--- config.mk ---
export PLATFORM = sky130hd
export DESIGN_NAME = seq_divider_flat
export DESIGN_NICKNAME = d
export VERILOG_FILES = /design/src/rtl/seq_divider_if.sv /design/src/rtl/seq_divider.sv /design/src/flat_wrapper.sv
export SDC_FILE = /design/constraint.sdc
export NUM_CORES = 1
export LEC_CHECK = 0
export ABC_AREA = 1
export CAP_MARGIN = 20
export CORE_UTILIZATION = 30
export CTS_CLUSTER_SIZE = 12
export DETAILED_ROUTE_END_ITERATION = 10
export SLEW_MARGIN = 10
export SYNTH_ARGS = -nofsm -noshare
export SYNTH_HDL_FRONTEND = slang
export SYNTH_SLANG_ARGS = --single-unit
--- constraint.sdc ---
create_clock -name clk_i -period 2.6 [get_ports clk_i]
set_clock_uncertainty 0.2 [all_clocks]
set_input_delay 0.52 -clock clk_i [delete_from_list [all_inputs] [get_ports clk_i]]
set_output_delay 0.52 -clock clk_i [all_outputs]
set_load 0.1 [all_outputs]
--- src/rtl/seq_divider_if.sv ---
// Request/response bundle between the execute stage and the iterative divider.
// The execute stage drives the master side; the divider implements the slave side.
interface seq_divider_if #(
    parameter int unsigned XLEN = 32
);
    logic            valid;
    logic            ready;
    logic [1:0]      op;
    logic [XLEN-1:0] a;
    logic [XLEN-1:0] b;
    logic            kill;
    logic [XLEN-1:0] result;
    logic            done;

    modport master (
        output valid, op, a, b, kill,
        input  ready, result, done
    );

    modport slave (
        input  valid, op, a, b, kill,
        output ready, result, done
    );
endinterface

--- src/rtl/seq_divider.sv ---
// Radix-2 restoring divider for RV32M DIV/DIVU/REM/REMU.
// It works on operand magnitudes and applies the sign correction in a final FIX cycle.
module seq_divider #(
    parameter int unsigned XLEN = 32
) (
    input  logic          clk_i,
    input  logic          rst_ni,
    seq_divider_if.slave  div_io
);

    typedef enum logic [1:0] {StIdle, StCalc, StFix} state_e;

    state_e          state_q, state_d;
    logic [XLEN-1:0] rem_q, rem_d;
    logic [XLEN-1:0] quo_q, quo_d;
    logic [XLEN-1:0] dvs_q, dvs_d;
    logic [XLEN-1:0] res_q, res_d;
    logic [5:0]      cnt_q, cnt_d;
    logic            is_rem_q, is_rem_d;
    logic            neg_quo_q, neg_quo_d;
    logic            neg_rem_q, neg_rem_d;
    logic            done_q, done_d;

    logic            accept;
    logic            is_signed;
    logic            a_neg, b_neg;
    logic [XLEN-1:0] a_mag, b_mag;
    logic            div_zero, sgn_ovf;
    logic [XLEN:0]   shifted, diff;
    logic [XLEN-1:0] quo_fixed, rem_fixed;

    assign accept    = div_io.valid & (state_q == StIdle) & ~div_io.kill;
    assign is_signed = ~div_io.op[0];
    assign a_neg     = is_signed & div_io.a[XLEN-1];
    assign b_neg     = is_signed & div_io.b[XLEN-1];
    assign a_mag     = a_neg ? -div_io.a : div_io.a;
    assign b_mag     = b_neg ? -div_io.b : div_io.b;
    assign div_zero  = (div_io.b == '0);
    assign sgn_ovf   = is_signed & (div_io.a == {1'b1, {(XLEN-1){1'b0}}}) & (div_io.b == '1);

    // The 33-bit trial subtract keeps a magnitude of 2^31 (and unsigned 2^32-1) exact.
    assign shifted   = {rem_q, quo_q[XLEN-1]};
    assign diff      = shifted - {1'b0, dvs_q};
    assign quo_fixed = neg_quo_q ? -quo_q : quo_q;
    assign rem_fixed = neg_rem_q ? -rem_q : rem_q;

    always_comb begin
        state_d   = state_q;
        rem_d     = rem_q;
        quo_d     = quo_q;
        dvs_d     = dvs_q;
        res_d     = res_q;
        cnt_d     = cnt_q;
        is_rem_d  = is_rem_q;
        neg_quo_d = neg_quo_q;
        neg_rem_d = neg_rem_q;
        done_d    = 1'b0;

        unique case (state_q)
            StIdle: begin
                if (accept) begin
                    is_rem_d = div_io.op[1];
                    cnt_d    = '0;
                    dvs_d    = b_mag;
                    if (div_zero) begin
                        // Special results are loaded raw; clearing the sign flags bypasses FIX negation.
                        quo_d     = '1;
                        rem_d     = div_io.a;
                        neg_quo_d = 1'b0;
                        neg_rem_d = 1'b0;
                        state_d   = StFix;
                    end else if (sgn_ovf) begin
                        quo_d     = {1'b1, {(XLEN-1){1'b0}}};
                        rem_d     = '0;
                        neg_quo_d = 1'b0;
                        neg_rem_d = 1'b0;
                        state_d   = StFix;
                    end else begin
                        quo_d     = a_mag;
                        rem_d     = '0;
                        neg_quo_d = a_neg ^ b_neg;
                        neg_rem_d = a_neg;
                        state_d   = StCalc;
                    end
                end
            end
            StCalc: begin
                if (!diff[XLEN]) begin
                    rem_d = diff[XLEN-1:0];
                    quo_d = {quo_q[XLEN-2:0], 1'b1};
                end else begin
                    rem_d = shifted[XLEN-1:0];
                    quo_d = {quo_q[XLEN-2:0], 1'b0};
                end
                cnt_d = cnt_q + 6'd1;
                if (cnt_q == 6'(XLEN - 1)) begin
                    state_d = StFix;
                end
            end
            StFix: begin
                res_d   = is_rem_q ? rem_fixed : quo_fixed;
                done_d  = 1'b1;
                state_d = StIdle;
            end
            default: state_d = StIdle;
        endcase

        if (div_io.kill) begin
            state_d = StIdle;
            done_d  = 1'b0;
            res_d   = res_q;
        end
    end

    always_ff @(posedge clk_i or negedge rst_ni) begin
        if (!rst_ni) begin
            state_q   <= StIdle;
            rem_q     <= '0;
            quo_q     <= '0;
            dvs_q     <= '0;
            res_q     <= '0;
            cnt_q     <= '0;
            is_rem_q  <= 1'b0;
            neg_quo_q <= 1'b0;
            neg_rem_q <= 1'b0;
            done_q    <= 1'b0;
        end else begin
            state_q   <= state_d;
            rem_q     <= rem_d;
            quo_q     <= quo_d;
            dvs_q     <= dvs_d;
            res_q     <= res_d;
            cnt_q     <= cnt_d;
            is_rem_q  <= is_rem_d;
            neg_quo_q <= neg_quo_d;
            neg_rem_q <= neg_rem_d;
            done_q    <= done_d;
        end
    end

    assign div_io.ready  = (state_q == StIdle);
    assign div_io.done   = done_q;
    assign div_io.result = res_q;

endmodule

--- src/flat_wrapper.sv ---
// flat-port wrapper written by rule: the top's interface ports become plain ports
module seq_divider_flat 
#(
    parameter int unsigned XLEN = 32
)
  (clk_i, rst_ni, div_io_valid, div_io_op, div_io_a, div_io_b, div_io_kill, div_io_ready, div_io_result, div_io_done);
  seq_divider_if #(.XLEN(XLEN)) div_io_i ();
  input  logic clk_i;
  input  logic rst_ni;
  input wire logic [$bits(div_io_i.valid)-1:0] div_io_valid;
  input wire logic [$bits(div_io_i.op)-1:0] div_io_op;
  input wire logic [$bits(div_io_i.a)-1:0] div_io_a;
  input wire logic [$bits(div_io_i.b)-1:0] div_io_b;
  input wire logic [$bits(div_io_i.kill)-1:0] div_io_kill;
  output wire logic [$bits(div_io_i.ready)-1:0] div_io_ready;
  output wire logic [$bits(div_io_i.result)-1:0] div_io_result;
  output wire logic [$bits(div_io_i.done)-1:0] div_io_done;
  assign div_io_i.valid = div_io_valid;
  assign div_io_i.op = div_io_op;
  assign div_io_i.a = div_io_a;
  assign div_io_i.b = div_io_b;
  assign div_io_i.kill = div_io_kill;
  assign div_io_ready = div_io_i.ready;
  assign div_io_result = div_io_i.result;
  assign div_io_done = div_io_i.done;
  seq_divider #(.XLEN(XLEN)) u_core (.clk_i(clk_i), .rst_ni(rst_ni), .div_io(div_io_i));
endmodule
==> results.tsv <==
stage	metric	value	unit
setup_path	CP endpoint kind	flip-flop	
floorplanning	core box area	43100	µm²
layout	Core Util, Final	41.4	%
setup_path	CP most frequent cell	nand2_4	
routing	DRC violations left	0	
yosys	most common cell in the netlist	nand2_1	
yosys	post-synth top area cell	dfrtp_1	
cts	CTS Buffer Depth	2	
setup_path	Worst EP arrival	2.78	ns
power	Leak	9.19	nW
yosys	Synth cell types	51	
hold_path	hold depth	2	
yosys	Yosys top cell area share	26.8	%
placed_design	Placer Congestion	0.963	
yosys	Post-Syn Area per Cell	6.01	µm²
setup_path	RR Endpoint	u_core.rem_q[27]$_DFFE_PN0P_	
run_status	failing checks	setup timing	
sta	minimum clock period	2.60	ns
floorplanning	num rows	76	
setup_path	Crit. path cell count	18	
floorplanning	die height	211	µm
cts	CTS Sinks	140	
floorplanning	I/O Pins	104	
sta	RSZ-0062 raised after global routing	true	
run_status	status	finished with violations	
setup_path	CP Class	flip-flop to flip-flop	
job	Max Cap Violations	0	
yosys	Main synth FF type	dfrtp_1	
sta	crit share post-route	100	%
layout	NumNets Final	2640	
grt	GRT Overall Usage	25.1	%
setup_path	Worst Reg-to-Reg Cells	18	
layout	fin area	17800	µm²
yosys	sequential share of the synthesized area	26.8	%
yosys	syn_nets	2285	
yosys	ys async rst share	100	%
placed_design	placed cells	3084	
sta	Slew headroom	56.1	%
sta	final hold slack	0.279	ns
setup_path	reg2reg start	u_core.dvs_q[0]$_DFFE_PN0P_	
cts	clk_lat worst skew	0.45	ns
power	combinational fraction of design power	70.9	%
power	clock network fraction of total power	11.3	%
routing	Via density	4.93	
sta	Hold Fails Final Rpt	0	
power	Flop pwr share	17.8	%
power	switch share	55.1	%
grt	vias in the first global route	14800	
sta	transition time of the tightest slew-check pin	0.654	ns
routing	Routed Antenna Nets	0	
floorplanning	die extent in x	211	µm
setup_path	Crit Path Max Fanout	6	
sta	Finish-stage setup viols	2	
setup_path	Worst Path Buf+Inv	2	
grt	largest net degree at the start of global routing	61	
cts	Worst-path clk slew	0.07	ns
placed_design	placed cell areas	16700	µm²
yosys	Synthesis Warnings	0	
layout	ratio of cells with drive above 1 in the final layout	20.7	%
power	pwr dens	1230	nW/µm²
routing	via count	15400	
routing	DR WL/cell	17.5	µm
power	Max VDD drop	0.671	mV
setup_path	CP Data Required Time	2.78	ns
yosys	synthesis-stage register bit count	140	
cts	CTS tree	built	
grt	first-pass GRT wire length	85200	µm
placed_design	HPWL after DPL	45200	µm
yosys	Post-synth EDFFs	0	
setup_path	Critical path origin	u_core.dvs_q[0]$_DFFE_PN0P_	
grt	initial antenna violation count	0	
sta	post-route setup slack	-0.00495	ns
yosys	cells after synthesis	2176	
setup_path	critical path's top delay family	simple AND/OR/NAND/NOR gates	
routing	First-pass DRT Iterations	6	
yosys	top post-synthesis cells by area	dfrtp_1, nand2_1, inv_1	
routing	drt total wl	54800	µm
power	Psw	12.1	mW
power	P_int	9.85	mW
cts	Root Driver	clkbuf_16	
setup_path	Critical Path End	u_core.rem_q[27]$_DFFE_PN0P_	
sta	Pins Over Slew Limit	0	
hold_path	hold crit path type	flip-flop to flip-flop	
cts	H-Tree Depth	4	
setup_path	Critical Path Max Stage Delay	0.42	ns
floorplanning	Initial Util	30.4	%
layout	area grow syn2layout	36.3	%
setup_path	Reg2Reg Setup Slack	-0.005	ns
setup_path	CP startpoint kind	flip-flop	
grt	total gr overflow	0	
routing	first-iteration detailed-routing DRC count	1431	
layout	Layout Cells excl Fill	3130	
placed_design	Port Buffers	103	
floorplanning	Die ar.	44500	µm²
yosys	Mapped Area	13100	µm²
setup_path	critical-path cell list	ha_4 -> fa_2 -> inv_2 -> nand2_4 -> nand2_4 -> nand3_4 -> nand2_4 -> nand2_2 -> nand2_2 -> nand2_4 -> nand2_4 -> nand2_4 -> nand2_8 -> buf_12 -> nand2_1 -> nand2_1 -> nand2_1 -> a21oi_2	
cts	clock buffer count from CTS	17	
setup_path	slowest CP cell	dfrtp_1	
sta	FMAX	384	MHz
yosys	Synth top cells by count	nand2_1, inv_1, nor2_1, nand3_1, dfrtp_1	
## power by group through the flow
stage	Sequential, mW	Clock (mW)	Combinational, mW
final	3.90	2.48	15.6
after global routing	3.97	2.60	17.1
after CTS	3.86	2.52	14.7
after detailed placement	3.89	0	14.1
after global placement	3.86	0	14.0
after floorplan	5.38	0	7.34
## routing by layer
layer / GRT usage [%] / vias up / share of wire [%]
li1: - / 7643 / -
met1: 35.1 / 7198 / 47
met2: 40.2 / 501 / 45
met3: 3.02 / 81 / 5.5
met4: 8.17 / 0 / 3.0
met5: 0 / - / 0
## cell type report
| cell class | count | area, µm² |
|---|---|---|
| multi-input cells | 1643 | 8380 |
| diodes | 1 | 2.50 |
| clock inverters | 15 | 170 |
| flip-flops and latches | 140 | 3500 |
| well taps | 585 | 732 |
| inverters | 323 | 1210 |
| clock buffers | 17 | 425 |
| repair buffers | 406 | 3410 |
| fillers | 4609 | 25200 |
## cell families (layout without fill, tap and decap cells)
kind of cell | count (synthesis) | after routing | synth area share, %
simple gates | 1227 | 1227 | 39.8
buf+inv | 393 | 761 | 12.0
compound gates | 316 | 316 | 13.6
flops | 140 | 140 | 26.8
xor+xnor | 61 | 61 | 4.08
fa+ha+maj | 39 | 39 | 3.79
other cells | 0 | 1 | 0
## metrics by stage
step           setup slack, ns   TNS, ns  total power, mW
2_1_floorplan            0.190         0             12.7
3_3_place_gp            -0.507    -21.31             17.9
3_5_place_dp            -0.509    -24.79             18.0
4_1_cts                -0.0186   -0.0389             21.0
5_1_grt                 -0.131     -2.70             23.6
6_report              -0.00495  -0.00791             21.9
## what timing repair did
action	in CTS	in global routing
setup buffers	4	4
gates resized for setup	22	74
cloned	2	2
endpoints found under the setup margin	63	54
hold buffers	1	0
pin swaps	4	22
endpoints found under the hold margin	38	0
## worst min path at each step
stage                                                     from                                    to  slack, ns
after detailed placement                                rst_ni  u_core.div_io.result[16]$_DFFE_PN0P_       0.27
after CTS                  u_core.div_io.result[7]$_DFFE_PN0P_   u_core.div_io.result[7]$_DFFE_PN0P_       0.29
final                      u_core.div_io.result[7]$_DFFE_PN0P_   u_core.div_io.result[7]$_DFFE_PN0P_       0.28
after floorplan                                         rst_ni           u_core.cnt_q[0]$_DFFE_PN0P_       0.02
after global routing      u_core.div_io.result[10]$_DFFE_PN0P_  u_core.div_io.result[10]$_DFFE_PN0P_       0.31
after global placement                                  rst_ni  u_core.div_io.result[16]$_DFFE_PN0P_       0.26
## state kept, by name, indices dropped and copies added, names as in the netlist
| name | flops |
|---|---|
| u_core.div_io.result | 32 |
| u_core.div_io.done | 1 |
| u_core.dvs_q | 32 |
| u_core.neg_quo_q | 1 |
| u_core.is_rem_q | 1 |
| u_core.cnt_q | 6 |
| u_core.quo_q | 32 |
| u_core.neg_rem_q | 1 |
| u_core.rem_q | 32 |
| u_core.state_q | 2 |
## worst min-delay path, cell delays in order, from the launching register on
cell     delay [ns]
dfrtp_1        0.34
nand2_1        0.05
nand2_1        0.05
## cell usage in the layout (no fill, tap or decap), drive strengths merged, types with 2 or more instances in the layout
master and n:
o211ai 5, buf 335, o31ai 6, dlymetal6s2s 3, a31oi 2, clkinv 7
o21a 7, ha 38, nor4 9, xor2 52, nand3b 10, o21ai 149
nand4 37, nor2 263, o32ai 2, or2 5, o22ai 7, and2 4
a21o 3, xnor2 9, nor3 33, clkdlybuf4s50 65, nand2 672, inv 330
nand3 191, and3 2, clkbuf 19, dfrtp 140, a21oi 131
Power figures use the tool's default switching activity.
